File: config.mk
export PLATFORM = sky130hd
export DESIGN_NAME = ex_stage
export DESIGN_NICKNAME = d
export VERILOG_FILES = /design/src/rtl/ex_stage.sv
export SDC_FILE = /design/constraint.sdc
export NUM_CORES = 1
export LEC_CHECK = 0
export CORE_MARGIN = 2
export CORE_UTILIZATION = 40
export CTS_BUF_LIST = sky130_fd_sc_hd__clkbuf_8
export CTS_CLUSTER_SIZE = 12
export DETAILED_ROUTE_END_ITERATION = 10
export GPL_ROUTABILITY_DRIVEN = 0
export PLACE_DENSITY = 0.75
export SYNTH_ARGS = -nofsm -noshare
export SYNTH_HDL_FRONTEND = slang
export SYNTH_SLANG_ARGS = --single-unit
File: constraint.sdc
create_clock -name Clk -period 0.8 [get_ports Clk]
set_clock_uncertainty 0.2 [all_clocks]
set_input_delay 0.12 -clock Clk [delete_from_list [all_inputs] [get_ports Clk]]
set_output_delay 0.12 -clock Clk [all_outputs]
set_load 0.05 [all_outputs]
File: src/rtl/ex_stage.sv
// ex_stage: execute stage of the 16-bit pipeline (forwarding, ALU, branch resolution, EX/MEM register).
// Define EX_MUL_EN to build the 16-cycle shift-add multiplier; otherwise op 10 is a single-cycle zero.
module ex_stage (
  input  logic        Clk,
  input  logic        Rst,
  input  logic        RegWrite1,
  input  logic        MemotoReg1,
  input  logic        MemWrite1,
  input  logic        MemRead1,
  input  logic [3:0]  AluOp1,
  input  logic [15:0] PcAddr1,
  input  logic [15:0] RegData11,
  input  logic [15:0] RegData21,
  input  logic [1:0]  Flag1,
  input  logic [3:0]  RegWriteIndex1,
  input  logic [3:0]  RegReadIndex11,
  input  logic [3:0]  RegReadIndex21,
  input  logic        InsJ1,
  input  logic [1:0]  InsB1,
  input  logic        AluSrc1,
  input  logic [15:0] Dest1,
  input  logic        MemFwdEn,
  input  logic        WbFwdEn,
  input  logic [3:0]  MemFwdIndex,
  input  logic [3:0]  WbFwdIndex,
  input  logic [15:0] MemFwdData,
  input  logic [15:0] WbFwdData,
  output logic        RegWrite2,
  output logic        MemotoReg2,
  output logic        MemWrite2,
  output logic        MemRead2,
  output logic [15:0] AluResult2,
  output logic [15:0] StoreData2,
  output logic [3:0]  RegWriteIndex2,
  output logic [1:0]  Flag2,
  output logic        BranchTaken,
  output logic [15:0] BranchTarget,
  output logic        Busy
);
  logic [15:0] w_op_a, w_fwd_b, w_op_b, w_sum, w_diff, w_result, w_target;
  logic [1:0]  w_flags;
  logic        w_reg_write, w_taken;
  logic [3:0]  w_n_ctl, w_n_idx;
  logic [15:0] w_n_result, w_n_sd, w_n_target;
  logic [1:0]  w_n_flags;
  logic        w_n_taken;

  assign w_op_b = AluSrc1 ? Dest1 : w_fwd_b;
  assign w_sum  = w_op_a + w_op_b;
  assign w_diff = w_op_a - w_op_b;

  // operand forwarding: MEM beats WB beats register file
  always_comb begin
    if (MemFwdEn && (MemFwdIndex == RegReadIndex11)) w_op_a = MemFwdData;
    else if (WbFwdEn && (WbFwdIndex == RegReadIndex11)) w_op_a = WbFwdData;
    else w_op_a = RegData11;
    if (MemFwdEn && (MemFwdIndex == RegReadIndex21)) w_fwd_b = MemFwdData;
    else if (WbFwdEn && (WbFwdIndex == RegReadIndex21)) w_fwd_b = WbFwdData;
    else w_fwd_b = RegData21;
  end

  always_comb begin
    w_result    = 16'h0000;
    w_flags     = Flag1;
    w_reg_write = RegWrite1;
    case (AluOp1)
      4'd0:  w_result = w_op_b;
      4'd1:  begin w_result = w_sum;  w_flags = {w_sum[15], (w_sum == 16'h0000)}; end
      4'd2:  begin w_result = w_diff; w_flags = {w_diff[15], (w_diff == 16'h0000)}; end
      4'd3:  w_result = w_op_a & w_op_b;
      4'd4:  w_result = w_op_a | w_op_b;
      4'd5:  w_result = w_op_a ^ w_op_b;
      4'd6:  w_result = ~w_op_a;
      4'd7:  w_result = w_op_a << w_op_b[3:0];
      4'd8:  w_result = w_op_a >> w_op_b[3:0];
      4'd9:  w_result = $signed(w_op_a) >>> w_op_b[3:0];
      4'd10: begin w_result = 16'h0000; w_flags = 2'b01; end
      4'd11: begin w_result = w_diff; w_flags = {w_diff[15], (w_diff == 16'h0000)}; w_reg_write = 1'b0; end
      default: w_result = 16'h0000;
    endcase
  end

  // flags used here are the ones entering the stage, not the ALU's
  always_comb begin
    w_target = PcAddr1 + Dest1;
    w_taken  = 1'b0;
    if (InsJ1) begin
      w_taken  = 1'b1;
      w_target = Dest1;
    end else begin
      case (InsB1)
        2'b01:   w_taken = Flag1[0];
        2'b10:   w_taken = ~Flag1[0];
        2'b11:   w_taken = Flag1[1];
        default: w_taken = 1'b0;
      endcase
    end
  end

`ifdef EX_MUL_EN
  typedef enum logic {S_IDLE, S_MUL} state_t;
  state_t      r_state;
  logic [4:0]  r_cnt;
  logic [15:0] r_mul_a, r_mul_b, r_acc, r_mul_sd;
  logic [3:0]  r_mul_idx, r_mul_ctl;
  logic        w_mul_done;

  assign Busy       = ((r_state == S_IDLE) && (AluOp1 == 4'd10)) || (r_state == S_MUL);
  assign w_mul_done = (r_state == S_MUL) && (r_cnt == 5'd16);

  // cnt 0..15 accumulate one bit each; cnt 16 is the write-back cycle
  always_ff @(posedge Clk or negedge Rst) begin
    if (!Rst) begin
      r_state   <= S_IDLE;
      r_cnt     <= 5'd0;
      r_acc     <= 16'h0000;
      r_mul_a   <= 16'h0000;
      r_mul_b   <= 16'h0000;
      r_mul_sd  <= 16'h0000;
      r_mul_idx <= 4'd0;
      r_mul_ctl <= 4'd0;
    end else begin
      case (r_state)
        S_IDLE: begin
          if (AluOp1 == 4'd10) begin
            r_state   <= S_MUL;
            r_mul_a   <= w_op_a;
            r_mul_b   <= w_op_b;
            r_mul_sd  <= w_fwd_b;
            r_mul_idx <= RegWriteIndex1;
            r_mul_ctl <= {RegWrite1, MemotoReg1, MemWrite1, MemRead1};
            r_acc     <= 16'h0000;
            r_cnt     <= 5'd0;
          end else begin
            r_state <= S_IDLE;
          end
        end
        S_MUL: begin
          if (r_cnt == 5'd16) begin
            r_state <= S_IDLE;
            r_cnt   <= 5'd0;
          end else begin
            if (r_mul_b[r_cnt[3:0]]) r_acc <= r_acc + (r_mul_a << r_cnt[3:0]);
            else r_acc <= r_acc;
            r_cnt <= r_cnt + 5'd1;
          end
        end
        default: r_state <= S_IDLE;
      endcase
    end
  end
`else
  assign Busy = 1'b0;
`endif

  always_comb begin
    w_n_ctl    = {w_reg_write, MemotoReg1, MemWrite1, MemRead1};
    w_n_result = w_result;
    w_n_sd     = w_fwd_b;
    w_n_idx    = RegWriteIndex1;
    w_n_flags  = w_flags;
    w_n_taken  = w_taken;
    w_n_target = w_taken ? w_target : 16'h0000;
`ifdef EX_MUL_EN
    if (w_mul_done) begin
      w_n_ctl    = r_mul_ctl;
      w_n_result = r_acc;
      w_n_sd     = r_mul_sd;
      w_n_idx    = r_mul_idx;
      w_n_flags  = {r_acc[15], (r_acc == 16'h0000)};
      w_n_taken  = 1'b0;
      w_n_target = 16'h0000;
    end else if (Busy) begin
      w_n_ctl    = 4'd0;
      w_n_result = 16'h0000;
      w_n_sd     = 16'h0000;
      w_n_idx    = 4'd0;
      w_n_flags  = Flag2;
      w_n_taken  = 1'b0;
      w_n_target = 16'h0000;
    end else begin
      w_n_taken = w_taken;
    end
`endif
  end

  // EX/MEM output register
  always_ff @(posedge Clk or negedge Rst) begin
    if (!Rst) begin
      {RegWrite2, MemotoReg2, MemWrite2, MemRead2} <= 4'd0;
      AluResult2     <= 16'h0000;
      StoreData2     <= 16'h0000;
      RegWriteIndex2 <= 4'd0;
      Flag2          <= 2'b00;
      BranchTaken    <= 1'b0;
      BranchTarget   <= 16'h0000;
    end else begin
      {RegWrite2, MemotoReg2, MemWrite2, MemRead2} <= w_n_ctl;
      AluResult2     <= w_n_result;
      StoreData2     <= w_n_sd;
      RegWriteIndex2 <= w_n_idx;
      Flag2          <= w_n_flags;
      BranchTaken    <= w_n_taken;
      BranchTarget   <= w_n_target;
    end
  end
endmodule

==> metrics.csv, run 1 <==
metric,value,unit
PortBufs,192,
Total GRT Usage,0.686,
# IOs,194,
Halt Reason,[ERROR GRT-0232] Routing congestion too high. Check the congestion heatmap in the GUI.,
clock root buffer,clkbuf_8,
Synth top area share,0.185,
Synth area leaders,"dfrtp_1, ha_1, xnor2_1",
Halt Stage,5_1_grt,
status,aborted with a tool error,
FP Rows,51,
worst ep type,sequential cell input,
Post-Synthesis Cell Area,7970,sq um
total gr overflow,73,
asr flop ratio synth,1.00,
Num CTS Buffers,9,
"EDFF count, synth",0,
Post-synth top cells,"nand2_1, nand3_1, ha_1",
top-count cell post-synth,nand2_1,
Place WS,-3.93,ns
Die W,145,um
Yosys top cell by area,dfrtp_1,
Yosys reg bits,59,
post-synthesis cell count,1036,
die height,145,um
Num Clock Sinks,59,
sequential area share after synthesis,0.185,
synth warn,0,
Main synth FF type,dfrtp_1,
initial core utilization,0.408,
CTS H-Tree Depth,3,
Cell variety after synth,94,
Mapped Nets,1238,
Crit. endpoint post-GRT repair,Flag2[0]$_DFF_PN0_/D,
Syn Area/Cell,7.69,sq um
CTS max path bufs,2,
largest net degree at the start of global routing,38,
DP HPWL,30800,um
-- cells by family after synthesis --
| group | synth area share |
|---|---|
| AOI/OAI and AO/OA | 0.321 |
| xor gates and xnor gates | 0.0571 |
| adders and majority gates | 0.110 |
| buffers and inverters | 0.0656 |
| DFF | 0.185 |
| muxes | 0.0462 |
| other | 0.000471 |
| and+or+nand+nor | 0.214 |
-- per-layer routing --
metal / GRT usage / GRT overflow
met2: 0.883 / 39
met1: 0.693 / 0
met5: 0.162 / 0
met3: 0.487 / 1
met4: 0.683 / 33
-- repair_timing --
action | CTS
hold buffers | 1
gates cloned | 2
setup endpoints to repair | 111
pin swaps | 117
endpoints found under the hold margin | 70
gates resized for setup | 343
buffers inserted | 54
-- stage by stage --
stage | std cells | utilization | area [sq um]
after CTS | 1874 | 0.785 | 15300
after detailed placement | 1806 | 0.709 | 13800
after global placement | 1806 | 0.709 | 13800
after floorplan | 1036 | - | 8460
==> run 2: changes to the inputs <==
Settings changed: CORE_UTILIZATION 40 to 25, CTS_BUF_LIST sky130_fd_sc_hd__clkbuf_8 to unset, CTS_CLUSTER_SIZE 12 to unset, PLACE_DENSITY 0.75 to unset, PLACE_DENSITY_LB_ADDON set to 0.15.
==> run 2 against run 1 <==
Effect of this change: the flow now finishes, with violations (hold timing, setup timing); synthesized cell count unchanged; synthesized area unchanged.
==> metrics.csv, run 2 <==
metric,value,unit
status,"finished, violations left",
violated checks,"hold timing, setup timing",
"Buf+Inv Stages, Crit Path",2,
Layout area overhead,111,%
sequential area share after synthesis,0.185,
WP depth,15,
Synth area leaders,"dfrtp_1, ha_1, xnor2_1",
Routed WL,41300,um
Post-Synthesis Cell Area,7970,sq um
CTS H-Tree Depth,3,
Post-synth top cells,"nand2_1, nand3_1, ha_1",
PortBufs,192,
Design Power,0.0238,W
Max Freq,0.269,GHz
drt pass-1 iters,6,
Die W,183,um
CP max stage delay,0.56,ns
biggest regs,"AluResult2 (16), BranchTarget (16), StoreData2 (16)",
"commonest cells after routing, fill and taps aside","buf_4, clkdlybuf4s50_1, buf_6",
post-DR wirelength/cell,20.0,um
Post-CTS Hold Buffers,1,
DP HPWL,32600,um
CTS tree,yes,
global-route wire length before repair,62500,um
Period minus WS final,3.72,ns
Hold Path Class,input port to register,
worst-margin pin slew,0.482,ns
Mapped Nets,1238,
Slew headroom,0.670,
initial antenna violation count,3,
layout cell share with drive strength beyond 1,0.545,
die height,183,um
via count,10903,
CP Capture Type,register,
leakage power figure,7.25,nW
maxcap violations,0,
"Slew Viols, Final",0,
clock root buffer,clkbuf_16,
Worst Slack Setup Final,-2.92,ns
Hold Path Depth,4,
fin util,0.535,
total gr overflow,0,
Yosys reg bits,59,
Critical path origin,WbFwdData[1],
setup_tns,-96.24,ns
top-count cell post-synth,nand2_1,
DIE AREA,33300,sq um
critical path launch point type,input port,
Syn Area/Cell,7.69,sq um
Num Clock Sinks,59,
cell family with most CP delay,simple AND/OR/NAND/NOR gates,
Vias per Instance,5.28,
asr flop ratio synth,1.00,
Hold Fails Final Rpt,3,
final setup fails,110,
Yosys top cell by area,dfrtp_1,
post-synthesis cell count,1036,
Worst Path Required,0.85,ns
"Max stage delay cell, worst path",clkdlybuf4s50_1,
Num CTS Buffers,9,
Hold WS,-0.129,ns
Total GRT Usage,0.243,
"most common cell after layout, fill and taps aside",buf_4,
final period utilization,4.64,
Main synth FF type,dfrtp_1,
initial DRC count,969,
Core Area,31500,sq um
Synth top area share,0.185,
Cell variety after synth,94,
Power Dens Cells,1410,nW/um^2
min-delay src,Dest1[1],
initial core utilization,0.253,
antenna-violating nets left,0,
RSZ-0062 raised after global routing,yes,
"EDFF count, synth",0,
# IOs,194,
FP Rows,65,
largest net degree at the start of global routing,48,
type of the worst setup path,input port to register,
synth warn,0,
maximum vdd drop,0.904,mV
vias in the first global route,11123,
crit-path cells,"clkdlybuf4s50_1, nand3_2, a311oi_4, nor2_4, fa_2, a21o_1, and4_4, nor4_4, o31ai_4, buf_4, a21oi_2, o21bai_1, xnor2_1, or4_4, o41ai_4",
CP arrival,3.76,ns
DRC,0,
fillcell total,2795,
CP max FO,3,
"Reg clk slew, reported paths",0.06,ns
Nets,1858,
CTS max path bufs,2,
run 2: cell counts after synthesis:
No cell type changed its count.
run 2: cell families after synthesis:
kind of cell | share of synthesized area
AO/OA/AOI/OAI | 0.321
AND/OR/NAND/NOR | 0.214
buffers and inverters | 0.0656
adder cells (fa/ha/maj) | 0.110
flip-flops | 0.185
XOR/XNOR | 0.0571
multiplexers | 0.0462
other | 0.000471
run 2: final cells by class:
| type | count | area (sq um) | area share |
|---|---|---|---|
| multi-input cells | 855 | 7650 | 0.454 |
| repair buffers | 676 | 6620 | 0.393 |
| flip-flops and latches | 59 | 1550 | 0.0920 |
| well taps | 402 | 503 | 0.0299 |
| clock buffers | 12 | 246 | 0.0146 |
| inverters | 55 | 219 | 0.0130 |
| clock inverters | 4 | 50.0 | 0.00297 |
| diodes | 2 | 5.00 | 0.000297 |
run 2: what timing repair did:
action / 4_1_cts / 5_1_grt
gates resized for setup: 353 / 193
pin swaps: 135 / 108
setup endpoints to repair: 111 / 133
gates cloned: 1 / 3
setup buffers: 65 / 38
endpoints found under the hold margin: 66 / 3
run 2: metrics by stage:
step           std cells  area [sq um]  hold slack (ns)  worst slack (ns)
2_1_floorplan       1036          8460           -0.376             -3.13
3_3_place_gp        1968         14200          -0.0663             -3.83
3_5_place_dp        1968         14200          -0.0767             -3.92
4_1_cts             2043         15800          -0.0996             -2.97
5_1_grt             2065         16800           -0.115             -3.10
6_report            2065         16800           -0.129             -2.92
run 2: worst min-delay path: cells and delay by family:
family          cells  cell delay (ns)
buf+inv             2             0.17
simple gates        1             0.04
compound gates      1             0.05
run 2: power breakdown:
group / internal, W / switching, W
logic: 0.00821 / 0.00779
clock network: 0.00249 / 0.00158
registers: 0.00342 / 0.000326
total: 0.0141 / 0.00969
run 2: final timing paths:
check	endpoint	slack [ns]
max in group asynchronous	AluResult2[10]	0.05
hold / removal	BranchTarget[1]	-0.13
setup / recovery	Flag2[0]	-2.92
min in group asynchronous	StoreData2[10]	0.16
run 2: layer usage:
metal	routed length, um	vias up	track usage
li1	-	5171	-
met1	17100	5219	0.307
met2	20300	434	0.424
met3	2710	79	0.0355
met4	1200	0	0.0761
met5	0	-	0
Note: power is estimated with default switching activity, not from simulation.
